===== src/rtl/loader_frame_sequencer_pkg.sv =====
// Shared types and helpers for the configuration frame sequencer and its SELECT pulse generator.
package loader_frame_sequencer_pkg;

  typedef enum logic [2:0] {
    ST_IDLE   = 3'd0,
    ST_ADDR   = 3'd1,
    ST_LEN    = 3'd2,
    ST_DATA   = 3'd3,
    ST_STROBE = 3'd4,
    ST_GAP    = 3'd5,
    ST_FIN    = 3'd6,
    ST_ERR    = 3'd7
  } seq_state_e;

  typedef enum logic [1:0] {
    PH_IDLE = 2'd0,
    PH_HIGH = 2'd1,
    PH_LOW  = 2'd2
  } pulse_phase_e;

  // A length word of zero terminates the bitstream.
  localparam int LEN_EOB = 0;

  function automatic int max_int(input int a, input int b);
    return (a > b) ? a : b;
  endfunction

  function automatic int ceil_div(input int a, input int b);
    return (a + b - 1) / b;
  endfunction

endpackage


===== src/rtl/loader_frame_sequencer_select_pulse_gen.sv =====
// SELECT shaper: a trigger produces STROBE_CYCLES high followed by GAP_CYCLES low, then pulse_done.
module loader_frame_sequencer_select_pulse_gen
  import loader_frame_sequencer_pkg::*;
#(
  parameter int STROBE_CYCLES = 1,
  parameter int GAP_CYCLES    = 2
) (
  input  logic CLK,
  input  logic RESET,
  input  logic trigger,
  output logic select,
  output logic strobe_last,
  output logic pulse_done
);

  localparam int CW = $clog2(max_int(STROBE_CYCLES, GAP_CYCLES) + 1);

  pulse_phase_e    phase_q, phase_d;
  logic [CW-1:0]   cnt_q, cnt_d;

  always_ff @(posedge CLK or negedge RESET) begin
    if (!RESET) begin
      phase_q <= PH_IDLE;
      cnt_q   <= '0;
      select  <= 1'b0;
    end else begin
      phase_q <= phase_d;
      cnt_q   <= cnt_d;
      select  <= (phase_d == PH_HIGH);
    end
  end

  always_comb begin
    phase_d     = phase_q;
    cnt_d       = cnt_q;
    strobe_last = (phase_q == PH_HIGH) && (cnt_q == '0);
    pulse_done  = (phase_q == PH_LOW) && (cnt_q == '0);
    case (phase_q)
      PH_IDLE: begin
        if (trigger) begin
          phase_d = PH_HIGH;
          cnt_d   = CW'(STROBE_CYCLES - 1);
        end
      end
      PH_HIGH: begin
        if (cnt_q == '0) begin
          phase_d = PH_LOW;
          cnt_d   = CW'(GAP_CYCLES - 1);
        end else begin
          cnt_d = cnt_q - CW'(1);
        end
      end
      PH_LOW: begin
        if (cnt_q == '0) phase_d = PH_IDLE;
        else             cnt_d   = cnt_q - CW'(1);
      end
      default: begin
        phase_d = PH_IDLE;
        cnt_d   = '0;
      end
    endcase
  end

endmodule


===== src/rtl/loader_frame_sequencer.sv =====
// Parses the byte-stream configuration bitstream into frames and drives ADDRESS/DATA/SELECT
// to the switch-block loader tree, one SELECT pulse per payload word.
//
// state  | meaning
// IDLE   | waiting for START
// ADDR   | collecting HDR_WORDS address words, MSB-first
// LEN    | reading frame length; zero ends the bitstream
// DATA   | waiting for the next payload word
// STROBE | SELECT high
// GAP    | SELECT low; decides next word, next frame or overflow
// FIN    | end of bitstream: raise DONE
// ERR    | address overflow inside a frame: raise ERROR
module loader_frame_sequencer
  import loader_frame_sequencer_pkg::*;
#(
  parameter int ADDRESS_SIZE  = 9,
  parameter int DATA_SIZE     = 8,
  parameter int STROBE_CYCLES = 1,
  parameter int GAP_CYCLES    = 2
) (
  input  logic                    CLK,
  input  logic                    RESET,
  input  logic                    START,
  input  logic                    IN_VALID,
  input  logic [DATA_SIZE-1:0]    IN_DATA,
  output logic                    IN_READY,
  output logic [ADDRESS_SIZE-1:0] ADDRESS,
  output logic [DATA_SIZE-1:0]    DATA,
  output logic                    SELECT,
  output logic                    BUSY,
  output logic                    DONE,
  output logic                    ERROR
);

  localparam int HDR_WORDS = ceil_div(ADDRESS_SIZE, DATA_SIZE);
  localparam int SH_W      = HDR_WORDS * DATA_SIZE;
  localparam int IDX_W     = $clog2(HDR_WORDS + 1);

  seq_state_e              state_q, state_d;
  logic [IDX_W-1:0]        idx_q, idx_d;
  logic [SH_W-1:0]         addr_sh_q, addr_sh_d;
  logic [DATA_SIZE-1:0]    rem_q, rem_d;
  logic [ADDRESS_SIZE-1:0] address_q, address_d;
  logic [DATA_SIZE-1:0]    data_q, data_d;
  logic                    busy_q, busy_d;
  logic                    done_q, done_d;
  logic                    error_q, error_d;
  logic                    in_ready_q, in_ready_d;

  logic xfer;
  logic pulse_trigger;
  logic strobe_last;
  logic pulse_done;

  assign xfer          = IN_VALID && in_ready_q;
  assign pulse_trigger = (state_q == ST_DATA) && xfer;

  loader_frame_sequencer_select_pulse_gen #(
    .STROBE_CYCLES (STROBE_CYCLES),
    .GAP_CYCLES    (GAP_CYCLES)
  ) u_pulse (
    .CLK         (CLK),
    .RESET       (RESET),
    .trigger     (pulse_trigger),
    .select      (SELECT),
    .strobe_last (strobe_last),
    .pulse_done  (pulse_done)
  );

  always_ff @(posedge CLK or negedge RESET) begin
    if (!RESET) begin
      state_q    <= ST_IDLE;
      idx_q      <= '0;
      addr_sh_q  <= '0;
      rem_q      <= '0;
      address_q  <= '0;
      data_q     <= '0;
      busy_q     <= 1'b0;
      done_q     <= 1'b0;
      error_q    <= 1'b0;
      in_ready_q <= 1'b0;
    end else begin
      state_q    <= state_d;
      idx_q      <= idx_d;
      addr_sh_q  <= addr_sh_d;
      rem_q      <= rem_d;
      address_q  <= address_d;
      data_q     <= data_d;
      busy_q     <= busy_d;
      done_q     <= done_d;
      error_q    <= error_d;
      in_ready_q <= in_ready_d;
    end
  end

  always_comb begin
    state_d   = state_q;
    idx_d     = idx_q;
    addr_sh_d = addr_sh_q;
    rem_d     = rem_q;
    address_d = address_q;
    data_d    = data_q;
    busy_d    = busy_q;
    done_d    = done_q;
    error_d   = error_q;
    case (state_q)
      ST_IDLE: begin
        if (START) begin
          state_d   = ST_ADDR;
          busy_d    = 1'b1;
          done_d    = 1'b0;
          error_d   = 1'b0;
          idx_d     = '0;
          addr_sh_d = '0;
        end
      end
      ST_ADDR: begin
        if (xfer) begin
          // Upper bits beyond ADDRESS_SIZE shift in but are never used.
          addr_sh_d = (addr_sh_q << DATA_SIZE) | SH_W'(IN_DATA);
          if (idx_q == IDX_W'(HDR_WORDS - 1)) begin
            idx_d   = '0;
            state_d = ST_LEN;
          end else begin
            idx_d = idx_q + IDX_W'(1);
          end
        end
      end
      ST_LEN: begin
        if (xfer) begin
          if (IN_DATA == DATA_SIZE'(LEN_EOB)) begin
            state_d = ST_FIN;
          end else begin
            rem_d     = IN_DATA;
            address_d = addr_sh_q[ADDRESS_SIZE-1:0];
            state_d   = ST_DATA;
          end
        end
      end
      ST_DATA: begin
        if (xfer) begin
          data_d  = IN_DATA;
          state_d = ST_STROBE;
        end
      end
      ST_STROBE: begin
        if (strobe_last) begin
          rem_d   = rem_q - DATA_SIZE'(1);
          state_d = ST_GAP;
        end
      end
      ST_GAP: begin
        if (pulse_done) begin
          if (rem_q == '0) begin
            idx_d     = '0;
            addr_sh_d = '0;
            state_d   = ST_ADDR;
          end else if (&address_q) begin
            // No wrap: another word past the top address is an overflow.
            state_d = ST_ERR;
          end else begin
            address_d = address_q + ADDRESS_SIZE'(1);
            state_d   = ST_DATA;
          end
        end
      end
      ST_FIN: begin
        done_d  = 1'b1;
        busy_d  = 1'b0;
        state_d = ST_IDLE;
      end
      ST_ERR: begin
        error_d = 1'b1;
        busy_d  = 1'b0;
        state_d = ST_IDLE;
      end
      default: state_d = ST_IDLE;
    endcase
    in_ready_d = (state_d == ST_ADDR) || (state_d == ST_LEN) || (state_d == ST_DATA);
  end

  assign IN_READY = in_ready_q;
  assign ADDRESS  = address_q;
  assign DATA     = data_q;
  assign BUSY     = busy_q;
  assign DONE     = done_q;
  assign ERROR    = error_q;

endmodule


===== config.mk =====
export PLATFORM = sky130hd
export DESIGN_NAME = loader_frame_sequencer
export DESIGN_NICKNAME = d
export VERILOG_FILES = /design/src/rtl/loader_frame_sequencer_pkg.sv /design/src/rtl/loader_frame_sequencer_select_pulse_gen.sv /design/src/rtl/loader_frame_sequencer.sv
export SDC_FILE = /design/constraint.sdc
export NUM_CORES = 1
export LEC_CHECK = 0
export BUFFER_PORTS_ARGS = -buffer_cell sky130_fd_sc_hd__buf_2
export CAP_MARGIN = 20
export CELL_PAD_IN_SITES_DETAIL_PLACEMENT = 0
export CELL_PAD_IN_SITES_GLOBAL_PLACEMENT = 1
export CORE_MARGIN = 3
export CORE_UTILIZATION = 41
export CTS_CLUSTER_DIAMETER = 120
export DETAILED_ROUTE_END_ITERATION = 6
export PLACE_DENSITY_LB_ADDON = 0.3
export SETUP_SLACK_MARGIN = 0.05
export SYNTH_ARGS = -nofsm -noshare
export SYNTH_HDL_FRONTEND = slang
export SYNTH_SLANG_ARGS = --single-unit
export TNS_END_PERCENT = 10

===== constraint.sdc =====
create_clock -name CLK -period 4.35 [get_ports CLK]
set_input_delay 1.305 -clock CLK [delete_from_list [all_inputs] [get_ports CLK]]
set_output_delay 1.305 -clock CLK [all_outputs]
set_load 0.05 [all_outputs]

==> results of run 1 <==
per-layer routing:
metal,share of wire [%],track usage (%),wire [µm],vias to the layer above
met1,48,25.89,3314,1180
met4,0.70,3.827,48,0
met5,0,0,0,-
met3,4.2,2.922,288,4
met2,47,28.01,3241,59
li1,-,-,-,1149
flip-flops by register name, summed over array words and instances, names as in the netlist, 2 cells and up:
name and flops:
rem_q 8, DATA 8, ADDRESS 9, addr_sh_q 9, state_q 3, idx_q 2
u_pulse.phase_q 2, u_pulse.cnt_q 2
layout by cell type, fill, tap and decap left out, types with 3 or more instances in the layout:
cell       synthesis  routed
buf_2              6      33
buf_4              3       3
and3_1             4       4
o21ai_0           11      11
o22ai_1           11      11
inv_1             26      26
a21oi_1           18      18
ha_1              10      10
nand3_1           12      12
o21ba_2            3       3
nor4_4             3       3
dfrtp_1           48      48
nor3_1             8       8
clkbuf_8           0       5
a2bb2oi_1          3       3
mux2_2             9       9
o2bb2ai_1          3       3
a22oi_1            6       6
mux2i_1           10      10
nor2_1            18      18
a211oi_1           4       4
nand2_1           19      19
through the flow:
stage,cells,instance area (µm²)
2_1_floorplan,290,2884
3_3_place_gp,408,3128
3_5_place_dp,408,3128
4_1_cts,416,3244
5_1_grt,417,3264
6_report,417,3264
final cells by class:
| type | instances | area [µm²] |
|---|---|---|
| Inverter | 26 | 97.59 |
| Tap cell | 93 | 116.4 |
| Fill cell | 631 | 3303 |
| Sequential cell | 48 | 1201 |
| Multi-Input combinational cell | 205 | 1525 |
| Clock inverter | 3 | 47.55 |
| Clock buffer | 5 | 68.82 |
| Timing Repair Buffer | 37 | 207.7 |
logic make-up after synthesis:
kind of cell | count (synthesis) | synth area share [%]
AOI/OAI and AO/OA | 91 | 23.99
and+or+nand+nor | 84 | 17.18
DFF | 48 | 41.65
buffers and inverters | 37 | 5.466
muxes | 20 | 7.375
adders and majority gates | 10 | 4.338
path summary, 6_finish.rpt:
kind / start / endpoint / slack [ns] / cells past startpoint
max: IN_DATA[3] / ADDRESS[5] / 1.80 / 5
min: DATA[4] / DATA[4] / 0.51 / 1
max reg2reg: state_q[0] / ADDRESS[3] / 2.01 / 4
min reg2reg: DATA[4] / DATA[4] / 0.51 / 1
max in group asynchronous: RESET / DATA[0] / 2.94 / 3
min in group asynchronous: RESET / ADDRESS[7] / 0.84 / 1
power groups by stage:
stage               clock network [mW]  registers, mW  logic [mW]
floorplan                            0           1.10       0.772
global placement                     0          0.880        1.30
detailed placement                   0          0.881        1.30
CTS                              0.349          0.875        1.30
global route                     0.368          0.918        1.42
finish                           0.341          0.876        1.30
==> flow_summary.ini, run 1 <==
[final_layout]
drive_gt1_share_pct = 22.84
antenna-diode-count = 0
final_util_pct = 49.70
area_delta_synth_final_pct = 13.19
nets = 345

[synth]
yosysUniqueCellTypes = 66
synthCells = 290
synth_fp_nets = 312
ys_ff_latch = 48
yosysWarnings = 0
synth_top_area_share_pct = 41.65
avgSynthCellArea_um2 = 9.945
synthTopCellsByCount = dfrtp_1 (48), inv_1 (26), nand2_1 (19)
yosys.area.top_type = dfrtp_1
seq_area_frac_synth_pct = 41.65
synthFlopType = dfrtp_1
async_reset_ff_share_pct = 100.0
yosysMostFrequentCell = dfrtp_1
synth_edf_count = 0
synth.area.top_cells = dfrtp_1 (42%), ha_1 (4.3%), mux2_2 (3.5%)
syn-cell-area_mm2 = 0.002884

[detailed_routing]
drc = 0
antenna_left = 0
vias = 2392
routedWlPerCell_um = 16.53
drt-vias-per-instance = 5.736
dr.pass1.iters = 4
routed_wl_um = 6892
initialDrtViolationCount = 145

[timing]
fin_crit_ns = 2.553
rsz0062_at_grt = false
skew_ns = 0.004571
clock.fmax_mhz = 391.7
max_slew_margin_pct = 44.30
holdWs_ns = 0.5088
setup_viol_count_final = 0
slew_violations = 0
final.period_utilization_pct = 58.69
worst_pin_slew_ns = 0.8355
tns_ns = 0
fin_ws_ns = 1.797
hold_viol = 0

[grt]
grt_pass1_vias = 2339
antenna_found_initial = 0
grt_max_degree = 49
grt_usage_pct = 17.78
grt_first_pass_wirelength_um = 11990
grt_overflow_total = 0

[power_and_ir_drop]
p_leak_nw = 1.417
seq_power_share_pct = 34.9
combPwrFrac_pct = 51.6
fin_total_pwr_mw = 2.513
p_switching_mw = 1.244
p_per_area_mw_per_mm2 = 769.7
vdd_drop_max_v = 0.0003496
switching_share_pct = 49.52
p_int_mw = 1.268
p_clk_share_pct = 13.6

[placement]
routabilityCongestion = 0.8480
dp_hpwl_um = 4916
post-place-ws_ns = 1.483
io_buffers = 33

[critical_path]
crit_chain = buf_2 -> nor4_4 -> a2111oi_4 -> or2_1 -> a32o_1
cp.arrival_ns = 2.75
worstPathRequired_ns = 4.55
critPathTopFamily = simple AND/OR/NAND/NOR gates
crit_path_max_incr_delay_ns = 0.44
cp.buffers_inverters = 1
critPathMaxFanout = 9
path_class = input port to flop
crit_path_top_delay_cell = nor4_4
critPathLaunchType = input port
worst_setup_path_end_kind = flop

[floorplanning]
core_area_mm2 = 0.006568
start_util_pct = 43.91
row_count = 29
die_area_mm2 = 0.008077
io_pins = 34
die_w_um = 89.87
die_h_um = 89.87

[clock_network]
cts_max_path_buffers = 2
cts_sinks = 48
post_cts_buffers = 0
cts_max_level = 2
cts.clk_slew.worst_paths_ns = 0.10
cts_hold_buffers = 0
cts_buffers = 5
cts-resized-gates = 0
clk_latency_ns = 0.30
clk_root_buffer_cell = clkbuf_8
cts_tree = done

[run_status]
outcome = completed

[hold_path]
worstHoldPathType = flop to flop

[flow_run]
drv_cap = 0
(Power assumes the default switching activity.)
==> run 2, diff against run 1 <==
--- a/config.mk
+++ b/config.mk
@@ -5,6 +5,7 @@
 export SDC_FILE = /design/constraint.sdc
 export NUM_CORES = 1
 export LEC_CHECK = 0
+export ABC_AREA = 1
 export BUFFER_PORTS_ARGS = -buffer_cell sky130_fd_sc_hd__buf_2
 export CAP_MARGIN = 20
 export CELL_PAD_IN_SITES_DETAIL_PLACEMENT = 0
==> constraint.sdc (replaced) <==
create_clock -name CLK -period 2.6 [get_ports CLK]
set_input_delay 0.78 -clock CLK [delete_from_list [all_inputs] [get_ports CLK]]
set_output_delay 0.78 -clock CLK [all_outputs]
set_load 0.05 [all_outputs]
==> run 2 against run 1 <==
Net effect: combinational power rose by 42%; highest routed layer unchanged; synthesized area fell by 6.0%; core utilization rose by 0.17 points; total power rose by 46%; sequential cell count did not move; clock skew rose by 0.0054 ns; largest cell class unchanged.
==> flow_summary.ini, run 2 <==
[final_layout]
layout_common_cells = nand2_1 (121), dfrtp_1 (48), o21ai_0 (45)
final_common_cell = nand2_1
fin_area_mm2 = 0.003075
area_delta_synth_final_pct = 13.48
nets = 422
antenna-diode-count = 0
finalNonFillerCells = 476
drive_gt1_share_pct = 15.96

[grt]
grt_max_degree = 19
antenna_found_initial = 0
grt_usage_pct = 18.40
grt_pass1_vias = 2379
grt_overflow_total = 0
grt_first_pass_wirelength_um = 11060

[synth]
yosys.area.top_type = dfrtp_1
yosysMostFrequentCell = nand2_1
seq_area_frac_synth_pct = 44.32
yosysUniqueCellTypes = 31
async_reset_ff_share_pct = 100.0
synth_top_area_share_pct = 44.32
synthFlopType = dfrtp_1
synth.area.top_cells = dfrtp_1 (44%), nand2_1 (17%), o21ai_0 (8.3%)
synth_fp_nets = 386
synthCells = 364
ys_ff_latch = 48
synth_edf_count = 0
synthTopCellsByCount = nand2_1 (121), dfrtp_1 (48), o21ai_0 (45)
yosysWarnings = 0
avgSynthCellArea_um2 = 7.445
syn-cell-area_mm2 = 0.002710

[power_and_ir_drop]
switching_share_pct = 48.47
seq_power_share_pct = 34.0
combPwrFrac_pct = 49.9
p_switching_mw = 1.784
vdd_drop_max_v = 0.0005605
p_clk_share_pct = 16.1
p_int_mw = 1.896
p_per_area_mw_per_mm2 = 1197
p_leak_nw = 1.650

[floorplanning]
start_util_pct = 43.95
row_count = 28
die_h_um = 87.30
io_pins = 34
die_w_um = 87.30
die_area_mm2 = 0.007621
core_area_mm2 = 0.006166

[critical_path]
cp.buffers_inverters = 1
worstPathRequired_ns = 2.84
worst_setup_path_end_kind = flop
path_class = flop to flop
crit_chain = ha_1 -> nand2_1 -> inv_1 -> nand3_1 -> nor2_1 -> ha_1 -> o21ai_1 -> nand2_2 -> nor2_4 -> nand2_1 -> o21ai_2
crit_path_max_incr_delay_ns = 0.42
critPathTopFamily = simple AND/OR/NAND/NOR gates
critPathMaxFanout = 12
cp.arrival_ns = 2.24
crit_path_top_delay_cell = dfrtp_1
critPathLaunchType = flop

[placement]
dp_cells = 468
io_buffers = 33
dpl-instance-area_mm2 = 0.002949
routabilityCongestion = 0.8351
dp_hpwl_um = 4824

[timing]
rsz0062_at_grt = false
clock.fmax_mhz = 502.2
worst_pin_slew_ns = 0.5556
tns_ns = 0
slew_violations = 0
setup_viol_count_final = 0
skew_ns = 0.01001
fin_crit_ns = 1.991
hold_viol = 0
max_slew_margin_pct = 62.96
holdWs_ns = 0.3700
final.period_utilization_pct = 76.58

[detailed_routing]
vias = 2378
routed_wl_um = 6369
initialDrtViolationCount = 106
antenna_left = 0
drc = 0
drt-vias-per-instance = 4.996
routedWlPerCell_um = 13.38
dr.pass1.iters = 4

[clock_network]
cts_buffers = 5
cts.clk_slew.worst_paths_ns = 0.09
post_cts_buffers = 0
cts-resized-gates = 0
clk_latency_ns = 0.31
cts_max_path_buffers = 2
cts_hold_buffers = 0
clk_root_buffer_cell = clkbuf_8
cts_tree = done
cts_max_level = 2
cts_sinks = 48

[flow_run]
drv_cap = 0

[hold_path]
worstHoldPathType = input port to async pin

[run_status]
outcome = completed
## run 2: cells by family after synthesis
logic type | Yosys count | share of synthesized area, %
buffers and inverters | 53 | 8.079
AO/OA/AOI/OAI | 64 | 13.16
XOR/XNOR | 1 | 0.3232
adder cells (fa/ha/maj) | 10 | 4.617
flip-flops | 48 | 44.32
AND/OR/NAND/NOR | 188 | 29.50
## run 2: path summary, 6_finish.rpt
| check | from | endpoint | slack (ns) | depth (start not counted) |
|---|---|---|---|---|
| setup / recovery | ADDRESS[0] | ADDRESS[5] | 0.61 | 11 |
| hold / removal | RESET | ADDRESS[5] | 0.37 | 1 |
| setup reg to reg | ADDRESS[0] | ADDRESS[5] | 0.61 | 11 |
| hold reg to reg | ERROR | ERROR | 0.49 | 2 |
| max in group asynchronous | RESET | rem_q[4] | 1.62 | 2 |
| min in group CLK | ERROR | ERROR | 0.49 | 2 |
## run 2: stage by stage
stage | setup slack (ns) | util (%) | total power, mW
after detailed placement | 0.4776 | 47.83 | 3.113
final | 0.6088 | 49.88 | 3.680
after global routing | 0.4028 | 49.88 | 4.013
after floorplan | 0.5587 | - | 2.677
after CTS | 0.6162 | 49.88 | 3.719
after global placement | 0.5003 | 47.83 | 3.090
## run 2: power groups by stage
| stage | sequential [mW] | clock [mW] | combinational, mW |
|---|---|---|---|
| floorplan | 1.67 | 0 | 1.00 |
| global placement | 1.26 | 0 | 1.83 |
| detailed placement | 1.26 | 0 | 1.85 |
| CTS | 1.25 | 0.612 | 1.86 |
| global route | 1.29 | 0.633 | 2.09 |
| finish | 1.25 | 0.594 | 1.84 |
## run 2: layout make-up
class / count / area [µm²]
clock inverter: 1 / 30.03
clock buffer: 7 / 96.34
inverter: 45 / 168.9
timing repair buffer: 37 / 195.2
multi-input combinational: 263 / 1290
tap: 75 / 93.84
fill: 629 / 3090
sequential: 48 / 1201
## run 2: layer usage
metal  part of all wire, %  routed length [µm]  up-vias  GRT usage (%)
li1                      -                   -     1233              -
met1                    47                2988     1090          24.76
met2                    46                2947       46          29.18
met3                   4.9                 314        9          3.500
met4                   1.9                 118        0          7.113
met5                     0                   0        -              0
